<file path="src/rtl/drop_timer_if.sv">
// Control/status bundle between the gravity drop timer and the game-logic FSM.
// The game logic drives the master side and the drop timer sits on the slave side.
interface drop_timer_if #(
   parameter int SPEED_W = 64
);
   logic               enable;
   logic               pause;
   logic               restart;
   logic [SPEED_W-1:0] move_speed;
   logic               soft_drop;
   logic               tick_ack;
   logic               drop_req;
   logic               busy;
   logic [15:0]        drop_count;

   modport master (
      output enable, pause, restart, move_speed, soft_drop, tick_ack,
      input  drop_req, busy, drop_count
   );

   modport slave (
      input  enable, pause, restart, move_speed, soft_drop, tick_ack,
      output drop_req, busy, drop_count
   );
endinterface

</file>
<file path="src/rtl/drop_timer.sv">
// Gravity drop timer: counts move_speed cycles, holds drop_req until acknowledged.
// Define DROP_TIMER_STATS_EN to build the saturating acknowledged-drop counter.
module drop_timer #(
   parameter int SPEED_W    = 64,
   parameter int SOFT_SHIFT = 3,
   parameter int MIN_PERIOD = 4
) (
   input  logic        clk,
   input  logic        rst,
   drop_timer_if.slave bus
);
   typedef enum logic [1:0] {
      IDLE     = 2'd0,
      RUN      = 2'd1,
      WAIT_ACK = 2'd2
   } state_t;

   localparam logic [SPEED_W-1:0] MIN_P = SPEED_W'(MIN_PERIOD);
   localparam logic [SPEED_W-1:0] ONE   = SPEED_W'(1);

   state_t             state_reg, state_next;
   logic [SPEED_W-1:0] cnt_reg, cnt_next;
   logic [SPEED_W-1:0] period_reg, period_next;
   logic               drop_req_reg, drop_req_next;
   logic               busy_reg, busy_next;
   logic               soft_reg;
   logic [SPEED_W-1:0] base_period, eff_period, term_period;
   logic               soft_rise;

   // Period that would be latched at this cycle's latch point, clamped to the floor.
   always_comb begin
      base_period = bus.soft_drop ? (bus.move_speed >> SOFT_SHIFT) : bus.move_speed;
      eff_period  = (base_period < MIN_P) ? MIN_P : base_period;
   end

   assign soft_rise = bus.soft_drop & ~soft_reg;

   always_ff @(posedge clk or posedge rst) begin
      if (rst) begin
         state_reg    <= IDLE;
         cnt_reg      <= '0;
         period_reg   <= MIN_P;
         drop_req_reg <= 1'b0;
         busy_reg     <= 1'b0;
         soft_reg     <= 1'b0;
      end else begin
         state_reg    <= state_next;
         cnt_reg      <= cnt_next;
         period_reg   <= period_next;
         drop_req_reg <= drop_req_next;
         busy_reg     <= busy_next;
         soft_reg     <= bus.soft_drop;
      end
   end

   always_comb begin
      state_next    = state_reg;
      cnt_next      = cnt_reg;
      period_next   = period_reg;
      drop_req_next = drop_req_reg;
      // A soft-drop rise compares against the freshly shortened period on the same edge.
      term_period   = soft_rise ? eff_period : period_reg;

      if (bus.restart) begin
         cnt_next      = '0;
         drop_req_next = 1'b0;
         if (bus.enable) begin
            state_next  = RUN;
            period_next = eff_period;
         end else begin
            state_next  = IDLE;
         end
      end else if (!bus.enable) begin
         state_next    = IDLE;
         cnt_next      = '0;
         drop_req_next = 1'b0;
      end else begin
         unique case (state_reg)
            IDLE: begin
               state_next  = RUN;
               period_next = eff_period;
               cnt_next    = '0;
            end
            RUN: begin
               if (soft_rise) begin
                  period_next = eff_period;
               end
               // >= rather than == so a period shortened while paused cannot let cnt run away.
               if (!bus.pause) begin
                  if (cnt_reg >= term_period - ONE) begin
                     cnt_next      = '0;
                     drop_req_next = 1'b1;
                     state_next    = WAIT_ACK;
                  end else begin
                     cnt_next = cnt_reg + ONE;
                  end
               end
            end
            WAIT_ACK: begin
               if (bus.tick_ack) begin
                  drop_req_next = 1'b0;
                  period_next   = eff_period;
                  state_next    = RUN;
               end
            end
            default: begin
               state_next    = IDLE;
               cnt_next      = '0;
               drop_req_next = 1'b0;
            end
         endcase
      end

      busy_next = (state_next == RUN) || (state_next == WAIT_ACK);
   end

   assign bus.drop_req = drop_req_reg;
   assign bus.busy     = busy_reg;

`ifdef DROP_TIMER_STATS_EN
   logic        ack_accept;
   logic [15:0] count_reg;

   assign ack_accept = (state_reg == WAIT_ACK) && bus.enable && !bus.restart && bus.tick_ack;

   always_ff @(posedge clk or posedge rst) begin
      if (rst) begin
         count_reg <= 16'h0000;
      end else if (bus.restart) begin
         count_reg <= 16'h0000;
      end else if (ack_accept && (count_reg != 16'hFFFF)) begin
         count_reg <= count_reg + 16'd1;
      end
   end

   assign bus.drop_count = count_reg;
`else
   assign bus.drop_count = 16'h0000;
`endif

endmodule

</file>
<file path="src/flat_wrapper.sv">
// flat-port wrapper written by rule: the top's interface ports become plain ports
module drop_timer_flat 
#(
   parameter int SPEED_W    = 64,
   parameter int SOFT_SHIFT = 3,
   parameter int MIN_PERIOD = 4
)
  (clk, rst, bus_enable, bus_pause, bus_restart, bus_move_speed, bus_soft_drop, bus_tick_ack, bus_drop_req, bus_busy, bus_drop_count);
  drop_timer_if #(.SPEED_W(SPEED_W)) bus_i ();
  input  logic clk;
  input  logic rst;
  input wire logic [$bits(bus_i.enable)-1:0] bus_enable;
  input wire logic [$bits(bus_i.pause)-1:0] bus_pause;
  input wire logic [$bits(bus_i.restart)-1:0] bus_restart;
  input wire logic [$bits(bus_i.move_speed)-1:0] bus_move_speed;
  input wire logic [$bits(bus_i.soft_drop)-1:0] bus_soft_drop;
  input wire logic [$bits(bus_i.tick_ack)-1:0] bus_tick_ack;
  output wire logic [$bits(bus_i.drop_req)-1:0] bus_drop_req;
  output wire logic [$bits(bus_i.busy)-1:0] bus_busy;
  output wire logic [$bits(bus_i.drop_count)-1:0] bus_drop_count;
  assign bus_i.enable = bus_enable;
  assign bus_i.pause = bus_pause;
  assign bus_i.restart = bus_restart;
  assign bus_i.move_speed = bus_move_speed;
  assign bus_i.soft_drop = bus_soft_drop;
  assign bus_i.tick_ack = bus_tick_ack;
  assign bus_drop_req = bus_i.drop_req;
  assign bus_busy = bus_i.busy;
  assign bus_drop_count = bus_i.drop_count;
  drop_timer #(.SPEED_W(SPEED_W), .SOFT_SHIFT(SOFT_SHIFT), .MIN_PERIOD(MIN_PERIOD)) u_core (.clk(clk), .rst(rst), .bus(bus_i));
endmodule
</file>
<file path="config.mk">
export PLATFORM = sky130hd
export DESIGN_NAME = drop_timer_flat
export DESIGN_NICKNAME = d
export VERILOG_FILES = /design/src/rtl/drop_timer_if.sv /design/src/rtl/drop_timer.sv /design/src/flat_wrapper.sv
export SDC_FILE = /design/constraint.sdc
export NUM_CORES = 1
export LEC_CHECK = 0
export CAP_MARGIN = 0
export CORE_ASPECT_RATIO = 0.5
export CORE_MARGIN = 4
export CORE_UTILIZATION = 55
export CTS_CLUSTER_DIAMETER = 40
export CTS_CLUSTER_SIZE = 16
export DETAILED_ROUTE_END_ITERATION = 6
export DONT_BUFFER_PORTS = 1
export PLACE_DENSITY = 0.77
export REMOVE_ABC_BUFFERS = 1
export SYNTH_ARGS = -nofsm -noshare
export SYNTH_HDL_FRONTEND = slang
export SYNTH_SLANG_ARGS = --single-unit
export TNS_END_PERCENT = 100
</file>
<file path="constraint.sdc">
create_clock -name clk -period 8.9 [get_ports clk]
set_input_delay 0.89 -clock clk [delete_from_list [all_inputs] [get_ports clk]]
set_output_delay 0.89 -clock clk [all_outputs]
set_load 0.02 [all_outputs]
</file>
==> results.md <==
CTS:
- The clock latency reported for the late side of the worst-skew pair is approximately 440 ps.
- Post-CTS timing repair inserted 0 buffers for setup.
- Buffers inserted to repair hold after CTS numbered 0.
- CTS saw 133 sinks.
- The number of buffers between clock root and the deepest sink is 2.
- The root buffer cell is sky130_fd_sc_hd__clkbuf_16.
- The CTS tree is yes.
- The number of gates given a new drive strength after cts is 0.
- The clock edge transition at the registers on the reported setup and hold paths is roughly 60 ps.
- CTS built an H-tree with a depth of 4.
- The number of clock buffers inserted by TritonCTS is 17.

Timing:
- The final critical delay including setup and external delays is a little under 7000 ps.
- At the pin with the least slew margin, the transition time is around 1100 ps.
- The final-report hold violation count is 0.
- The clock skew is ~17 ps.
- Measured against its own limit, the worst slew margin works out to 26.5%.
- Dividing the final minimum period by the clock period gives 78.2%.
- The maximum clock frequency is 0.144 GHz.
- Setup repair after global routing left no endpoint under its margin.
- Setup slack closes at around 1900 ps.
- The total count of max-transition violations in the final report was 0.
- Setup violations remaining at the end of the flow were counted as 0.

Detailed routing:
- After detailed routing, the average wire length per cell comes to 20.8 µm.
- Once detail routing completed, the nets flagged for antenna violations numbered 0.
- The average vias per placed instance is 6.44.
- The initial detailed-routing violation count is 1008.
- The first-pass iteration count of the detailed router is 5.
- The total via count in the routed design is 9781.
- In the routed design, unresolved DRC markers number 0.
- The total routed wirelength is 31.6 mm.

Critical path:
- The length in cells of the worst reg-to-reg path is 18.
- The endpoint identified for the worst register-to-register timing path is u_core.cnt_reg[36]$_DFFE_PP0P_.
- The maximum fanout along the worst path is 86.
- At the worst endpoint, the required time is approximately 9200 ps.
- The critical setup path kind is in -> reg.
- The origin of the critical flop-to-flop path is u_core.soft_reg$_DFF_PP0_.
- The setup check on the worst reg-to-reg path leaves a slack of 2040 ps.
- The endpoint kind of the worst setup timing path is a flip-flop.
- The kind of start point of the critical path is a primary input.
- The worst endpoint data arrival time is 7240 ps.

Placement:
- Once detailed placement completed, the half-perimeter wirelength came to ~23 mm.
- The cell area reported after detailed placement is 0.0109 mm².
- The number of port buffers is 0.
- The global placement routability congestion is about 0.94.
- The pre-CTS worst setup slack is 1650 ps.

Floorplan:
- The core region is 0.0188 mm².
- The initial standard-cell utilization of the core is 57.4%.
- During I/O placement, the number of pins put on the boundary was 89.
- The die covers ~0.022 mm².
- In this run the vertical extent of the chip is approximately 110 µm.
- The die span in x is 206 µm.
- The number of rows created at floorplan is 35.

Yosys:
- The number of enable-type register cells in the synthesized netlist is 0.
- Averaged over all synthesized cells, the footprint is 8.50 µm².
- The share of synthesized flip-flops with an asynchronous set or reset is 100%.
- By count the netlist is led by sky130_fd_sc_hd__nand2_1 (142), sky130_fd_sc_hd__nor2_1 (139), sky130_fd_sc_hd__dfrtp_1 (132), sky130_fd_sc_hd__mux2i_1 (113), sky130_fd_sc_hd__o21ai_0 (82).
- Among all flip-flop cells after synthesis, the most frequent one is sky130_fd_sc_hd__dfrtp_1.
- The biggest area consumer among synthesized cells is sky130_fd_sc_hd__dfrtp_1.
- Sorting the synthesized cells by area gives the leading types as sky130_fd_sc_hd__dfrtp_1 (31%), sky130_fd_sc_hd__mux2i_1 (10%), sky130_fd_sc_hd__ha_1 (7.6%).
- The synthesized design contains 133 register bits.
- The mapped netlist covers 0.0108 mm².
- Counting every instance in the synthesized netlist gives between 1000 and 1500.
- Summed over its instances, the top area cell type makes up 30.5% of the synthesized netlist area.
- In the post-synthesis netlist, the cell with the most instances is sky130_fd_sc_hd__nand2_1.
- The unique cell type count in the Yosys netlist is 74.
- The Yosys step of the flow raised 0 warnings.
- The post-synthesis sequential area ratio is between 30% and 40%.

Power:
- In this run, the combinational gates consume 20.1% of the power.
- The internal portion of the total power is 1200 µW.
- In this run the power spent charging and discharging nets is 551 µW.
- The static leakage is approximately 0.005 µW.
- Across the VDD grid, the largest voltage drop is 0.000115 V.
- The overall power consumption is 1750 µW.
- Sequential cells burn around two fifths of the power.
- The clock network fraction of total power is 40.2%.
- The fraction of power spent switching nets is 31.4%.
- The power per cell area is between 150 and 200 mW/mm².

Job:
- Max-cap violations in this run came to 0.

Final layout:
- The final layout net count is 1384.
- The number of antenna repair diodes is 0.
- From synthesis to final layout, the design area changed by 6.51%.
- In the final layout, the share of cells above drive strength 1 is 5.56%.
- After routing the design area is 0.0115 mm².

Outcome:
- The flow ran to the end, and the final reports show no timing, DRC or antenna violations.

Global route:
- The total overflow reported by the global router is 0.
- The number of global-route vias before repair is between 9000 and 10000.
- The wire length of the first global-routing pass is 50.2 mm.
- The overall global routing resource usage is 28.9%.
- Entering global routing, the biggest net connects 123 pins.
- The number of antenna violations at the first check in global routing was 0.

Min path:
- The type of the most critical hold path is in -> async.
final cells by class:
cell class	count	area [µm²]
multi-input combinational	1070	7160
timing repair buffer	7	52.6
clock inverter	10	97.6
inverter	18	72.6
tap	259	324
clock buffer	21	480
sequential	133	3330
fill	1600	7310
per-stage QoR:
step | setup TNS [ps] | util, % | instances | hold WS (ps)
after floorplan | -106380 | - | 1221 | 449
after global placement | 0 | 58.1 | 1487 | 461
after detailed placement | 0 | 58.1 | 1487 | 470
after CTS | 0 | 61.2 | 1518 | 466
after global routing | 0 | 61.2 | 1518 | 497
final | 0 | 61.2 | 1518 | 439
logic make-up (layout without fill, tap and decap cells):
kind of cell    after synthesis  after routing  share of synthesized area (%)
compound gates              208            208                           12.2
xor+xnor                    120            120                           9.72
fa+ha+maj                    66             66                           7.64
buf+inv                      85             56                           3.84
flops                       133            133                           30.8
mux                         117            117                           10.9
other cells                   1             16                         0.0347
simple gates                543            543                           24.9
worst max-delay path by stage:
stage,start,to
2_1_floorplan,bus_soft_drop,u_core.cnt_reg[10]$_DFFE_PP0P_
3_3_place_gp,bus_move_speed[51],u_core.cnt_reg[52]$_DFFE_PP0P_
3_5_place_dp,bus_move_speed[51],u_core.cnt_reg[36]$_DFFE_PP0P_
4_1_cts,bus_move_speed[51],u_core.cnt_reg[36]$_DFFE_PP0P_
5_1_grt,bus_move_speed[51],u_core.cnt_reg[24]$_DFFE_PP0P_
6_report,bus_soft_drop,u_core.cnt_reg[36]$_DFFE_PP0P_
power by group through the flow:
stage / clock network [µW] / registers (µW) / logic [µW]
2_1_floorplan: 0 / 689 / 270
3_3_place_gp: 0 / 700 / 333
3_5_place_dp: 0 / 703 / 346
4_1_cts: 705 / 693 / 350
5_1_grt: 742 / 700 / 392
6_report: 706 / 695 / 353
worst max-delay path: stages:
cell                       delay, ps
sky130_fd_sc_hd__or4b_2          590
sky130_fd_sc_hd__o22a_1          230
sky130_fd_sc_hd__nor4_2          340
sky130_fd_sc_hd__o211a_1         240
sky130_fd_sc_hd__nand2_1         110
sky130_fd_sc_hd__nand2_1         110
sky130_fd_sc_hd__o21a_1          150
sky130_fd_sc_hd__ha_1            220
sky130_fd_sc_hd__and2_1          180
sky130_fd_sc_hd__a21boi_1        460
sky130_fd_sc_hd__o21ai_2         280
sky130_fd_sc_hd__or4_1           510
sky130_fd_sc_hd__and2_1          170
sky130_fd_sc_hd__ha_1            280
sky130_fd_sc_hd__nand4_1         130
sky130_fd_sc_hd__nor4_1          630
sky130_fd_sc_hd__and3_1          260
sky130_fd_sc_hd__o21ai_0          70
sky130_fd_sc_hd__and3_1          340
sky130_fd_sc_hd__a41oi_4         270
sky130_fd_sc_hd__buf_4           520
sky130_fd_sc_hd__nor2_1          130
layout by cell type, fill, tap and decap left out, drive strengths merged, types with 43 or more instances in the layout:
| cell type | netlist | final |
|---|---|---|
| ha | 66 | 66 |
| nand2 | 142 | 142 |
| xnor2 | 61 | 61 |
| o21ai | 85 | 85 |
| dfrtp | 132 | 132 |
| xor2 | 59 | 59 |
| nor3 | 46 | 46 |
| nor2 | 139 | 139 |
| mux2i | 114 | 114 |
| a21oi | 43 | 43 |
routing by layer:
| metal | up-vias | wire (µm) | global-route usage [%] |
|---|---|---|---|
| met1 | 4718 | 13000 | 37.9 |
| li1 | 4517 | - | - |
| met4 | 0 | 1160 | 11.1 |
| met5 | - | 0 | 0 |
| met2 | 442 | 14500 | 45.6 |
| met3 | 104 | 2920 | 8.34 |
(Power assumes the default switching activity.)
